**src/rtl/modulador_seq.sv**
```systemverilog
// rtl/modulador_seq.sv - multi-cycle restoring remainder unit with start/done handshake
// Optional feature macro: MODULADOR_QUOTIENT_EN adds the quot_o port and its result register.
// Zero dividend or zero divisor takes a one-cycle fast path that returns 0.

module modulador_seq #(
  parameter int WIDTH = 8
) (
  input  logic             clk_i,
  input  logic             rst_i,
  input  logic             start_i,
  input  logic [WIDTH-1:0] data0_i,
  input  logic [WIDTH-1:0] data1_i,
  output logic             busy_o,
  output logic             done_o,
  output logic             div0_o,
  output logic [WIDTH-1:0] result_o
`ifdef MODULADOR_QUOTIENT_EN
  ,
  output logic [WIDTH-1:0] quot_o
`endif
);

  // Counter is one bit wider than needed for WIDTH-1 so it can hold WIDTH without wrapping.
  localparam int CNT_W = $clog2(WIDTH) + 1;
  localparam logic [CNT_W-1:0] LAST_ITER = CNT_W'(WIDTH - 1);

  typedef enum logic [1:0] {
    S_IDLE = 2'd0,
    S_RUN  = 2'd1,
    S_DONE = 2'd2
  } state_t;

  state_t state_q, state_d;

  // Dividend shift register: dividend bits leave at the top, quotient bits enter at the bottom.
  logic [WIDTH-1:0] dvd_q;
  logic [WIDTH-1:0] dsr_q;
  logic [WIDTH-1:0] rem_q;
  logic [CNT_W-1:0] cnt_q;

  logic             accept;
  logic             zero_op;
  logic             last_iter;
  logic [WIDTH:0]   rem_shift;
  logic             no_borrow;
  logic [WIDTH-1:0] rem_next;
  logic [WIDTH-1:0] quot_next;

  assign accept    = (state_q == S_IDLE) && start_i;
  assign zero_op   = (data0_i == '0) || (data1_i == '0);
  assign last_iter = (cnt_q == LAST_ITER);

  // One restoring step: shift in the next dividend bit, subtract the divisor when it fits.
  // Both the difference and the kept value are below 2^WIDTH, so the low WIDTH bits are exact.
  always_comb begin
    rem_shift = {rem_q, dvd_q[WIDTH-1]};
    no_borrow = (rem_shift >= {1'b0, dsr_q});
    rem_next  = no_borrow ? (rem_shift[WIDTH-1:0] - dsr_q) : rem_shift[WIDTH-1:0];
    quot_next = {dvd_q[WIDTH-2:0], no_borrow};
  end

  // State register; reset aborts any operation in flight.
  always_ff @(posedge clk_i or posedge rst_i) begin
    if (rst_i) begin
      state_q <= S_IDLE;
    end else begin
      state_q <= state_d;
    end
  end

  // Next-state logic: zero operands skip RUN entirely.
  always_comb begin
    state_d = state_q;
    case (state_q)
      S_IDLE: begin
        if (start_i) begin
          state_d = zero_op ? S_DONE : S_RUN;
        end
      end
      S_RUN: begin
        if (last_iter) begin
          state_d = S_DONE;
        end
      end
      S_DONE:  state_d = S_IDLE;
      default: state_d = S_IDLE;
    endcase
  end

  // Handshake outputs decoded from the state; busy covers accept through the done cycle.
  always_comb begin
    busy_o = (state_q != S_IDLE);
    done_o = (state_q == S_DONE);
  end

  // Iteration datapath: operands latched at accept, one quotient bit per RUN cycle.
  always_ff @(posedge clk_i or posedge rst_i) begin
    if (rst_i) begin
      dvd_q <= '0;
      dsr_q <= '0;
      rem_q <= '0;
      cnt_q <= '0;
    end else if (accept) begin
      dvd_q <= data0_i;
      dsr_q <= data1_i;
      rem_q <= '0;
      cnt_q <= '0;
    end else if (state_q == S_RUN) begin
      dvd_q <= quot_next;
      rem_q <= rem_next;
      cnt_q <= cnt_q + CNT_W'(1);
    end
  end

  // Visible remainder and divide-by-zero flag change only when DONE is entered.
  always_ff @(posedge clk_i or posedge rst_i) begin
    if (rst_i) begin
      result_o <= '0;
      div0_o   <= 1'b0;
    end else if (accept && zero_op) begin
      result_o <= '0;
      div0_o   <= (data1_i == '0);
    end else if ((state_q == S_RUN) && last_iter) begin
      result_o <= rem_next;
      div0_o   <= 1'b0;
    end
  end

`ifdef MODULADOR_QUOTIENT_EN
  // Visible quotient, captured on the same DONE entry as the remainder.
  always_ff @(posedge clk_i or posedge rst_i) begin
    if (rst_i) begin
      quot_o <= '0;
    end else if (accept && zero_op) begin
      quot_o <= '0;
    end else if ((state_q == S_RUN) && last_iter) begin
      quot_o <= quot_next;
    end
  end
`endif

endmodule
```
**config.mk**
```make
export PLATFORM = sky130hd
export DESIGN_NAME = modulador_seq
export DESIGN_NICKNAME = d
export VERILOG_FILES = /design/src/rtl/modulador_seq.sv
export SDC_FILE = /design/constraint.sdc
export NUM_CORES = 1
export LEC_CHECK = 0
export ABC_AREA = 1
export BUFFER_PORTS_ARGS = -buffer_cell sky130_fd_sc_hd__buf_2
export CELL_PAD_IN_SITES_DETAIL_PLACEMENT = 0
export CELL_PAD_IN_SITES_GLOBAL_PLACEMENT = 1
export CORE_ASPECT_RATIO = 0.6
export CORE_UTILIZATION = 45
export DETAILED_ROUTE_END_ITERATION = 7
export GPL_TIMING_DRIVEN = 0
export PLACE_DENSITY = 0.87
export SYNTH_ARGS = -nofsm -noshare
export SYNTH_HDL_FRONTEND = slang
export SYNTH_SLANG_ARGS = --single-unit
```
**constraint.sdc**
```tcl
create_clock -name clk_i -period 4.7 [get_ports clk_i]
set_clock_uncertainty 0.05 [all_clocks]
set_input_delay 0.47 -clock clk_i [delete_from_list [all_inputs] [get_ports clk_i]]
set_output_delay 0.47 -clock clk_i [all_outputs]
set_load 0.02 [all_outputs]
```
==> metrics.md <==
| Metric | Value |
|---|---|
| Synth Net Count | 313 |
| Flop pwr share | 27.0% |
| Row Count | 19 |
| Commonest non-fill, non-tap cell in the layout | nand2_1 |
| Core area | around 0.0047 mm^2 |
| FMAX | approximately 520 MHz |
| Post-synth ARST share | between 90% and 100% |
| Worst hold slack | 0.274 ns |
| Final-report hold violation count | 0 |
| Pins over their slew limit | 0 |
| Main flop type after synthesis | dfrtp_1 |
| IO Port Bufs | 29 |
| Lkg Pwr | 1.38 nW |
| First-pass DRT Iterations | 6 |
| Setup TNS | 0 ns |
| Routed wire per std cell | between 10 and 15 um |
| Die ar. | around 0.0053 mm^2 |
| TritonCTS clock tree | built |
| CP endpoint kind | flop |
| Multi-input logic area | 0.00109 mm^2 |
| Placer Congestion | roughly 0.79 |
| GRT Total Usage | 21.7% |
| Final #Nets | 349 |
| Register area | 976 um^2 |
| Logic pwr share | approximately three fifths |
| Final Power | 2.25 mW |
| Sw frac | about half |
| Setup WS post-layout | 2.79 ns |
| Peak supply drop | slightly below 0.0003 V |
| Pint | 1.14 mW |
| Clk sinks | 39 |
| Worst Path Max Fanout | 9 |
| Syn_area_per_cell | around 7.9 um^2 |
| Place WS | 2.81 ns |
| Num ports | 30 |
| Number of diodes | 0 |
| HP Class | in2async |
| Synth Register Bits | 39 |
| Drc violations | 0 |
| Layout Area Growth over Synthesis | 14.7% |
| Fillers | 481 |
| Fin crit period | between 1.5 and 2 ns |
| Critical path arrival | ~2 ns |
| YS warnings | 0 |
| CTS Root Cell | clkbuf_8 |
| Num CTS Buffers | 5 |
| Yosys top cell area share | 43.7% |
| H-tree depth | 2 |
| Synth top area cells | dfrtp_1 (44%), nand2_1 (15%), nand3_1 (7.0%), inv_1 (6.1%), ha_1 (5.0%) |
| Worst setup SP type | flop |
| RSZ-0062 raised after global routing | false |
| Hold Buf Count CTS | 0 |
| Sw power | about 1.1 mW |
| Max_slew headroom | a little under half |
| Total grt overflow | 0 |
| Reg clk slew, reported paths | 0.08 ns |
| First-pass GRT wire length | between 8000 and 9000 um |
| Kind of critical path | reg2reg |
| Maxcap violations | 0 |
| Post-synth EDFFs | 0 |
| Post-CTS setup buffer count | 0 |
| Largest net degree at the start of global routing | 40 |
| Die height | 56.5 um |
| Post-route ant nets | 0 |
| Netlist Area Pre-Place | roughly 0.0022 mm^2 |
| Count of different cell masters after synthesis | 32 |
| Worst EP required | 4.84 ns |
| Status | finished, final reports clean |
| Final WL | 5190 um |
| Clk buf depth | 2 |
| Vias in the first global route | about 1.7k |
| Initial drt markers | 146 |
| Fin crit share | 40.6% |
| Worst-Skew Late Latency | 0.30 ns |
| Area leader, netlist | dfrtp_1 |
| Initial Utilization | 47.9% |
| Die Span X | 92.9 um |
| PwrDens | 878 mW/mm^2 |
| Initial antenna violation count | 0 |
| DR vias/cell | 5.09 |
| Clock network power share | 11.4% |
| DP HPWL | 4060 um |
| Worst Tran Pin Value | 0.819 ns |
| Routed vias | 1955 |
| Setup violators final | 0 |
| Sequential area share after synthesis | 43.7% |
| Most frequent cells in the layout | nand2_1 (88), dfrtp_1 (39), inv_1 (35), nand3_1 (31), buf_2 (31) |
| Post-Syn Instances | about 280 |
| Post-CTS sizing | 0 |
| Share of cells above drive strength 1 | between 20 and 25% |
## registers in the layout, summed over array words and instances, names as in the netlist
signal,flops
dsr_q,8
dvd_q,8
rem_q,8
result_o,8
cnt_q,4
state_q,2
div0_o,1
## synthesized netlist by cell type, types with 3 or more instances
cell type,count
a21oi_1,4
dfrtp_1,39
ha_1,9
inv_1,36
nand2_1,88
nand2_2,14
nand3_1,31
nand3b_1,5
nor2_1,12
nor2_4,3
nor3_1,3
o21ai_0,14
o221ai_1,3
## metrics by stage
| step | instances | util [%] | instance area, um^2 |
|---|---|---|---|
| 6_report | 384 | 54.9 | 2560 |
| 4_1_cts | 384 | 54.9 | 2560 |
| 5_1_grt | 384 | 54.9 | 2560 |
| 3_3_place_gp | 376 | 52.7 | 2450 |
| 2_1_floorplan | 284 | - | 2230 |
| 3_5_place_dp | 376 | 52.7 | 2450 |
## kinds of logic (layout without fill, tap and decap cells)
logic type               Yosys count  in the layout  share of synthesized area, %
buffers and inverters             43             80                          7.52
AO/OA/AOI/OAI                     25             25                          6.51
adder cells (fa/ha/maj)           10             10                          5.95
flip-flops                        39             39                          43.7
XOR/XNOR                           3              3                          1.18
AND/OR/NAND/NOR                  164            164                          35.1
## worst max-delay path, cell delays in order, from the launching register on
cell     delay, ns
dfrtp_1       0.36
inv_1         0.12
ha_1          0.29
nand2_1       0.09
nand2_1       0.07
nand2_1       0.08
nand2_2       0.06
nor2_4        0.29
nand2_8       0.13
nand2_2       0.09
nand2_2       0.05
nand2_1       0.06
nand2_1       0.05
## final timing paths
check | cells after the start | to | slack (ns) | from
worst max-delay path | 12 | rem_q[4]$_DFFE_PP0P_ | 2.79 | dsr_q[6]$_DFFE_PP0P_
worst min-delay path | 2 | cnt_q[3]$_DFFE_PP0P_ | 0.27 | rst_i
worst max register to register | 12 | rem_q[4]$_DFFE_PP0P_ | 2.79 | dsr_q[6]$_DFFE_PP0P_
worst min register to register | 2 | dsr_q[1]$_DFFE_PP0P_ | 0.44 | dsr_q[1]$_DFFE_PP0P_
max in group asynchronous | 2 | dsr_q[3]$_DFFE_PP0P_ | 3.80 | rst_i
min in group clk_i | 3 | dsr_q[6]$_DFFE_PP0P_ | 0.35 | data1_i[6]
## final cells by class
cell class / instances / area share (%)
Tap cell: 63 / 3.08
Sequential cell: 39 / 38.1
Clock inverter: 1 / 0.293
Inverter: 39 / 5.72
Buffer: 4 / 0.831
Timing Repair Buffer: 29 / 5.67
Multi-Input combinational cell: 202 / 42.5
Clock buffer: 7 / 3.77
## power groups by stage
stage          registers (mW)  logic, mW  clock network [mW]
2_1_floorplan           0.630       1.05                   0
3_3_place_gp            0.604       1.35                   0
3_5_place_dp            0.612       1.38                   0
6_report                0.605       1.39               0.255
4_1_cts                 0.606       1.38               0.260
5_1_grt                 0.625       1.58               0.274
## routing by layer
layer	up-vias	global-route usage [%]	share of wire, %
met5	-	0	0
met1	901	35.8	55
met3	7	5.15	6.6
met2	71	26.2	37
met4	0	7.91	1.4
li1	976	-	-
No activity file was read; power rests on OpenSTA's default activity.
